--- config.mk ---
export PLATFORM = sky130hd
export DESIGN_NAME = uart_cmd_decoder
export DESIGN_NICKNAME = d
export VERILOG_FILES = /design/src/rtl/uart_cmd_decoder_pkg.sv /design/src/rtl/uart_byte_timer.sv /design/src/rtl/uart_cmd_decoder.sv
export SDC_FILE = /design/constraint.sdc
export NUM_CORES = 1
export LEC_CHECK = 0
export ABC_CLOCK_PERIOD_IN_PS = 6700
export CORE_MARGIN = 3
export CORE_UTILIZATION = 45
export CTS_CLUSTER_SIZE = 12
export DETAILED_ROUTE_END_ITERATION = 8
export PLACE_DENSITY = 0.72
export SLEW_MARGIN = 20
export SYNTH_ARGS = -nofsm -noshare
export SYNTH_HDL_FRONTEND = slang
export SYNTH_SLANG_ARGS = --single-unit
--- constraint.sdc ---
create_clock -name clk -period 6.7 [get_ports clk]
set_clock_uncertainty 0.1 [all_clocks]
set_input_delay 1.34 -clock clk [delete_from_list [all_inputs] [get_ports clk]]
set_output_delay 1.34 -clock clk [all_outputs]
set_load 0.05 [all_outputs]
--- src/rtl/uart_cmd_decoder_pkg.sv ---
// Shared definitions for the host command framer/deframer pair.
package uart_cmd_decoder_pkg;

  // Decoder FSM state encodings
  localparam logic [2:0] ST_HUNT    = 3'd0;
  localparam logic [2:0] ST_CMD     = 3'd1;
  localparam logic [2:0] ST_LEN     = 3'd2;
  localparam logic [2:0] ST_PAYLOAD = 3'd3;
  localparam logic [2:0] ST_CSUM    = 3'd4;

  // Default frame start marker
  localparam logic [7:0] DEFAULT_SYNC_WORD = 8'hA5;

  // Frame format: SYNC, CMD, LEN header, payload, one checksum word
  localparam int unsigned FRAME_HDR_WORDS = 3;
  localparam int unsigned FRAME_TRL_WORDS = 1;
  localparam int unsigned LEN_W           = 8;
  localparam int unsigned CSUM_W          = 8;

endpackage

--- src/rtl/uart_byte_timer.sv ---
// Saturating inter-word gap counter; expires when a gap reaches the limit.
module uart_byte_timer #(
  parameter int unsigned TIMEOUT_CYCLES = 200
) (
  input  logic clk,
  input  logic rst,
  input  logic clr,
  input  logic en,
  output logic expired_c
);

  localparam int unsigned CNT_W = $clog2(TIMEOUT_CYCLES);
  localparam logic [CNT_W-1:0] LAST = CNT_W'(TIMEOUT_CYCLES - 1);

  logic [CNT_W-1:0] count_q, count_d;

  // Next count: clear on a word or when disabled, otherwise count up and saturate
  always_comb begin
    count_d = count_q;
    if (clr || !en) begin
      count_d = '0;
    end else if (count_q != LAST) begin
      count_d = count_q + CNT_W'(1);
    end
  end

  // Counter register
  always_ff @(posedge clk) begin
    if (rst) begin
      count_q <= '0;
    end else begin
      count_q <= count_d;
    end
  end

  // A word arriving on the expiry cycle takes priority over the timeout
  assign expired_c = en && !clr && (count_q == LAST);

endmodule

--- src/rtl/uart_cmd_decoder.sv ---
// Assembles SYNC/CMD/LEN/payload/checksum frames from the UART receiver into command words.
module uart_cmd_decoder
  import uart_cmd_decoder_pkg::*;
#(
  parameter int unsigned WORD_SIZE      = 8,
  parameter int unsigned MAX_PAYLOAD    = 8,
  parameter logic [7:0]  SYNC_WORD      = DEFAULT_SYNC_WORD,
  parameter int unsigned TIMEOUT_CYCLES = 200
) (
  input  logic                             clk,
  input  logic                             rst,
  input  logic [WORD_SIZE-1:0]             din,
  input  logic                             din_valid,
  output logic [WORD_SIZE-1:0]             cmd_out,
  output logic [LEN_W-1:0]                 len_out,
  output logic [MAX_PAYLOAD*WORD_SIZE-1:0] payload_out,
  output logic                             cmd_valid,
  output logic                             err_checksum,
  output logic                             err_length,
  output logic                             err_timeout,
  output logic                             busy
);

  localparam int unsigned PAY_W = MAX_PAYLOAD * WORD_SIZE;

  // Working frame state
  logic [2:0]           state_q, state_d;
  logic [WORD_SIZE-1:0] cmd_q, cmd_d;
  logic [LEN_W-1:0]     len_q, len_d;
  logic [LEN_W-1:0]     idx_q, idx_d;
  logic [WORD_SIZE-1:0] csum_q, csum_d;
  logic [WORD_SIZE-1:0] wbuf_q [MAX_PAYLOAD];
  logic [WORD_SIZE-1:0] wbuf_d [MAX_PAYLOAD];

  // Output registers
  logic [WORD_SIZE-1:0] cmd_out_q, cmd_out_d;
  logic [LEN_W-1:0]     len_out_q, len_out_d;
  logic [PAY_W-1:0]     payload_out_q, payload_out_d;
  logic                 cmd_valid_q, cmd_valid_d;
  logic                 err_checksum_q, err_checksum_d;
  logic                 err_length_q, err_length_d;
  logic                 err_timeout_q, err_timeout_d;
  logic                 busy_q, busy_d;

  logic tmr_en_c;
  logic tmr_expired_c;

  assign tmr_en_c = (state_q != ST_HUNT);

  uart_byte_timer #(
    .TIMEOUT_CYCLES(TIMEOUT_CYCLES)
  ) u_timer (
    .clk      (clk),
    .rst      (rst),
    .clr      (din_valid),
    .en       (tmr_en_c),
    .expired_c(tmr_expired_c)
  );

  // Frame FSM: advances on each received word; timeout drops back to HUNT
  always_comb begin
    state_d        = state_q;
    cmd_d          = cmd_q;
    len_d          = len_q;
    idx_d          = idx_q;
    csum_d         = csum_q;
    wbuf_d         = wbuf_q;
    cmd_out_d      = cmd_out_q;
    len_out_d      = len_out_q;
    payload_out_d  = payload_out_q;
    cmd_valid_d    = 1'b0;
    err_checksum_d = 1'b0;
    err_length_d   = 1'b0;
    err_timeout_d  = 1'b0;

    if (din_valid) begin
      case (state_q)
        ST_HUNT: begin
          if (din == WORD_SIZE'(SYNC_WORD)) begin
            state_d = ST_CMD;
          end
        end
        ST_CMD: begin
          cmd_d   = din;
          csum_d  = din;
          state_d = ST_LEN;
        end
        ST_LEN: begin
          if (din > WORD_SIZE'(MAX_PAYLOAD)) begin
            err_length_d = 1'b1;
            state_d      = ST_HUNT;
          end else begin
            len_d   = LEN_W'(din);
            csum_d  = csum_q ^ din;
            idx_d   = '0;
            state_d = (din == '0) ? ST_CSUM : ST_PAYLOAD;
          end
        end
        ST_PAYLOAD: begin
          for (int i = 0; i < int'(MAX_PAYLOAD); i++) begin
            if (idx_q == LEN_W'(i)) begin
              wbuf_d[i] = din;
            end
          end
          csum_d = csum_q ^ din;
          idx_d  = idx_q + LEN_W'(1);
          if (idx_q == len_q - LEN_W'(1)) begin
            state_d = ST_CSUM;
          end
        end
        ST_CSUM: begin
          if (din == csum_q) begin
            cmd_out_d = cmd_q;
            len_out_d = len_q;
            for (int i = 0; i < int'(MAX_PAYLOAD); i++) begin
              payload_out_d[i*WORD_SIZE +: WORD_SIZE] =
                (LEN_W'(i) < len_q) ? wbuf_q[i] : '0;
            end
            cmd_valid_d = 1'b1;
          end else begin
            err_checksum_d = 1'b1;
          end
          state_d = ST_HUNT;
        end
        default: begin
          state_d = ST_HUNT;
        end
      endcase
    end else if (tmr_expired_c) begin
      err_timeout_d = 1'b1;
      state_d       = ST_HUNT;
    end

    busy_d = (state_d != ST_HUNT);
  end

  // State, working buffer and output registers
  always_ff @(posedge clk) begin
    if (rst) begin
      state_q        <= ST_HUNT;
      cmd_q          <= '0;
      len_q          <= '0;
      idx_q          <= '0;
      csum_q         <= '0;
      for (int i = 0; i < int'(MAX_PAYLOAD); i++) begin
        wbuf_q[i] <= '0;
      end
      cmd_out_q      <= '0;
      len_out_q      <= '0;
      payload_out_q  <= '0;
      cmd_valid_q    <= 1'b0;
      err_checksum_q <= 1'b0;
      err_length_q   <= 1'b0;
      err_timeout_q  <= 1'b0;
      busy_q         <= 1'b0;
    end else begin
      state_q        <= state_d;
      cmd_q          <= cmd_d;
      len_q          <= len_d;
      idx_q          <= idx_d;
      csum_q         <= csum_d;
      wbuf_q         <= wbuf_d;
      cmd_out_q      <= cmd_out_d;
      len_out_q      <= len_out_d;
      payload_out_q  <= payload_out_d;
      cmd_valid_q    <= cmd_valid_d;
      err_checksum_q <= err_checksum_d;
      err_length_q   <= err_length_d;
      err_timeout_q  <= err_timeout_d;
      busy_q         <= busy_d;
    end
  end

  assign cmd_out      = cmd_out_q;
  assign len_out      = len_out_q;
  assign payload_out  = payload_out_q;
  assign cmd_valid    = cmd_valid_q;
  assign err_checksum = err_checksum_q;
  assign err_length   = err_length_q;
  assign err_timeout  = err_timeout_q;
  assign busy         = busy_q;

endmodule

Word-level counts from Yosys, hierarchy flattened
Index checks and enable logic that the tools add are counted.
W data, S select, Z words.
Storage, ports and cells
  register bits after elaboration: 192
  output and inout port bits: 85
  logic and storage cells: 108
Cells by class
  add/sub/neg operators: 3
  magnitude comparators: 9
  equality and inequality tests: 17
  muxes and demuxes: 23
  bitwise gates (word level): 5
  reduce and logical (&&, ||, !) cells: 29
Operators by type and width (number)
  $mux W8: 10
  $reduce_and A3 Y1: 12
  $eq A8 B3 Y1 const B: 4
  $lt A3 B8 Y1 const A: 4
  $pmux W8 S3: 1
  $mux W3: 6
  $add A8 B1 Y8 const B: 2
  $eq A8 B2 Y1 const B: 2
  $eq A8 B8 Y1: 2
  $eq A8 B8 Y1 const B: 2
  $logic_not A8 Y1: 2
  $lt A1 B8 Y1 const A: 2
  $lt A2 B8 Y1 const A: 2
  $pmux W8 S2: 1
  $pmux W3 S4: 1
  $reduce_bool A3 Y1: 3
  $eq A8 B1 Y1 const B: 1
  $gt A8 B4 Y1 const B: 1
  $ne A8 B8 Y1 const B: 1
  $sub A8 B1 Y8 const B: 1
  $xor A8 B8 Y8: 1
  $eq A3 B2 Y1 const B: 2
  $reduce_or A3 Y1: 2
  $mux W1: 4
  11 further kinds: 17

Logic depth before layout (Yosys ltp)
  depth after elaboration: 6
  mapped depth: 8
  gate-level depth less buffers: 8

Modules after synthesis
Synthesis repeated with hierarchy kept, for this count alone.
Unflattened totals
  cells, all modules: 797
  area total of the unflattened synthesis: 7433.4 um^2
Modules (own cells, without submodules)
  uart_cmd_decoder: times used 1, cells an instance 752, area each 7038.0 um^2, sequential area each 3683.5 um^2
  uart_byte_timer: times used 1, cells an instance 45, area each 395.4 um^2, sequential area each 160.2 um^2

Worst setup path before layout
No wires, ideal clock.
  path type: in2reg
  start point: input din[0]
  end point: register payload_out_q[14] (netlist: payload_out[14])
  setup time: 128 ps
  arrival: 2920 ps
  data required time: 6472 ps
  path slack: 3553 ps
  cell stages on the path: 8
  buffers on the path: 3
  cell sequence: clkbuf_1 > xor2_1 > nor4_2 > nand3_1 > buf_2 > buf_1 > a22oi_1 > nor2_1
On the way
  word-level cells in the longest chain between the ends: 2
RTL lines
  start, declared: RTL line uart_cmd_decoder.sv:12  | input logic [WORD_SIZE-1:0] din,
  $eq A8 B8 Y1: RTL line uart_cmd_decoder.sv:112  | if (din == csum_q) begin
  $reduce_and A3 Y1 (no source line)
  end signal, assigned: RTL line uart_cmd_decoder.sv:165  | payload_out_q <= payload_out_d;
  end, declared: RTL line uart_cmd_decoder.sv:38  | logic [PAY_W-1:0] payload_out_q, payload_out_d;
Every way passes these cells.
A chain may end at the register's enable or synchronous reset.

Final worst setup path
  start point: input din[3]
  end point: register payload_out_q[9] (netlist: payload_out[9])
The elaborated chain is that of the path after synthesis.

==> results.cfg <==
[pwr]
power.share.switching = 0.226
combPwrFrac = 0.022
p_seq_frac = 0.516
p_leak_nw = 3.48
p_int_mw = 1.71
power_density_nw_per_um2 = 243
ir_worst_vdd_mv = 0.163
switching_power_uw = 498
power_frac_clock = 0.462

[grt]
grt_pass1_vias = 5653
grt_busiest_layer = met2
antenna_found_initial = 0
grt_pass1_wl_microns = 29800
grt_use_total = 0.205
overflow = 0
met1_usage = 0.289
grt_util_met2 = 0.320
grt_max_degree = 55
grtUsageMet3 = 0.0451

[placement]
dp.cells = 1061
gp_congestion = 0.840
dp_hpwl_microns = 11700
port_buffers = 95

[floorplanning]
die_h_microns = 135
fp.dieArea_sq_um = 18100
io_pins = 96
num_rows = 46
start_util = 0.464
core_sq_um = 16100
fp.dieW_microns = 135

[routing]
drt-initial-drc-count = 476
num_vias = 5782
wl_microns = 17900
ant_nets = 0
vias_per_cell = 5.29
wl_per_cell_microns = 16.4
drtPass1Iterations = 5
drcViolationCount = 0

[worst_setup_path]
path_cells = clkdlybuf4s50_1, xor2_1, nor4_1, nand3_2, a21oi_1, a22oi_1, nor2_1
start_kind = input pin
cp.buffers_inverters = 1
rr_worst_depth = 8
slowest_stage = clkdlybuf4s50_1
critPathMaxStageDelay_ps = 810
crit_type = input pin to register
cp-end-kind = register
crit_fanout = 18
cp.arrival_ps = 4490
cp_num_cells = 7
cp.required_ps = 6970
crit_family = simple AND/OR/NAND/NOR gates

[cts]
cts_resized = 0
cts.root.buffer_cell = clkbuf_16
cts_max_level = 4
cts_tree = yes
clkTransAtPathRegs_ps = 70
cts_setup_buffers = 0
clockBufferDepth = 2
numCtsBuffers = 17
cts.sinks = 192
clk_latency_ps = 430
cts_hold_buffers = 0

[timing]
holdWs_ps = 351
fin_crit_ps = 4230
fin_tns_setup_ps = 0
grt_setup_unrepaired = false
max_slew_margin = 0.305
finalSetupViolCount = 0
maxSlewViolCount = 0
hold_viol_final = 0
final.period_utilization = 0.631
max_clock_freq_mhz = 237
tightestPinTransition_ps = 1030

[worst_hold_path]
hold_class = register to register
min_delay_path_depth = 2

[logic_synthesis]
syn_inst = 796
synth_area_per_cell_sq_um = 9.35
ys_warn_count = 0
synthArstFlopShare = 0
seq_area_frac_synth = 0.516
ys_seq_elements = 192
syn_area_sq_um = 7440
synth_fp_nets = 815
synth_flop_cell = dfxtp_1
synth-edff-count = 0
synth_cell_types = 50

[outcome]
status = finished, final reports clean

[final_layout]
layout_commonest_cell = dfxtp_1
final_cell_mix = dfxtp_1, nor2_1, clkdlybuf4s50_1, nand2_1, mux2i_1
final_cells = 1092
fin_nets = 883
antenna_cells = 0
drive_gt1_frac = 0.0639
n_fill_cell = 1427
fin_util = 0.567
syn_to_final_growth_pct = 22.3

[run]
cap_violations = 0
## area by class of cell
cell class | instances | area (sq um) | area share
flip-flops and latches | 192 | 3840 | 0.422
repair buffers | 100 | 986 | 0.108
inverters | 6 | 22.5 | 0.00247
well taps | 216 | 270 | 0.0297
multi-input cells | 547 | 3390 | 0.372
clock buffers | 17 | 425 | 0.0467
clock inverters | 14 | 170 | 0.0187
## metal layers
metal,up-vias,wire [microns]
li1,2895,-
met1,2712,8550
met2,152,8330
met3,23,782
met4,0,268
met5,-,0
## metrics by stage
stage                     total power, mW  cell area, sq um  setup WS [ps]
after CTS                            2.22              9100           2520
final                                2.21              9100           2470
after global routing                 2.28              9100           2220
after global placement               1.22              8510           2110
after floorplan                      1.20              7440           3550
after detailed placement             1.22              8510           2070
## path summary, 6_finish.rpt
path	end	slack, ps	startpoint
hold reg to reg	cmd_out[1]	350	cmd_q[1]
hold / removal	cmd_out[1]	350	cmd_q[1]
setup / recovery	payload_out[9]	2470	din[3]
setup reg to reg	busy	3930	len_q[1]
## flip-flops by register name (all words and copies together), names as in the netlist
signal and flops:
csum_q 8, cmd_valid 1, len_out 8, busy 1
u_timer.count_q 8, err_checksum 1, wbuf_q 64, err_length 1
cmd_out 8, state_q 3, len_q 8, err_timeout 1
payload_out 64, idx_q 8, cmd_q 8
## worst min-delay path, stage by stage (launching register included)
cell and delay (ps):
dfxtp_1 310, nand2_1 50, a21oi_1 50
## power by group through the flow
| stage | Combinational (mW) | Sequential (mW) | Clock, mW |
|---|---|---|---|
| finish | 0.0486 | 1.14 | 1.02 |
| global route | 0.0525 | 1.14 | 1.08 |
| CTS | 0.0483 | 1.14 | 1.04 |
| detailed placement | 0.0481 | 1.17 | 0 |
| global placement | 0.0481 | 1.17 | 0 |
| floorplan | 0.0287 | 1.17 | 0 |
## logic make-up after synthesis
kind of cell	share of synthesized area
AND/OR/NAND/NOR	0.182
flip-flops	0.516
AO/OA/AOI/OAI	0.129
multiplexers	0.0928
buffers and inverters	0.0296
XOR/XNOR	0.0365
adder cells (fa/ha/maj)	0.0134
## cells in the mapped netlist (all sizes together), types with 4 or more instances
cell type / n / area [sq um]
a31oi: 4 / 25.0
ha: 8 / 100
clkbuf: 41 / 154
o21ai: 17 / 85.1
nand2: 93 / 349
nor4: 6 / 62.6
a22o: 35 / 308
xnor2: 11 / 96.3
buf: 10 / 43.8
mux2i: 69 / 691
nor3: 10 / 66.3
dfxtp: 192 / 3840
and3: 11 / 68.8
nand3: 37 / 185
inv: 6 / 22.5
nor2: 116 / 468
xor2: 20 / 175
a22oi: 16 / 120
a21oi: 53 / 265
nand4: 5 / 31.3
nor2b: 5 / 31.3
Power figures use the tool's default switching activity.
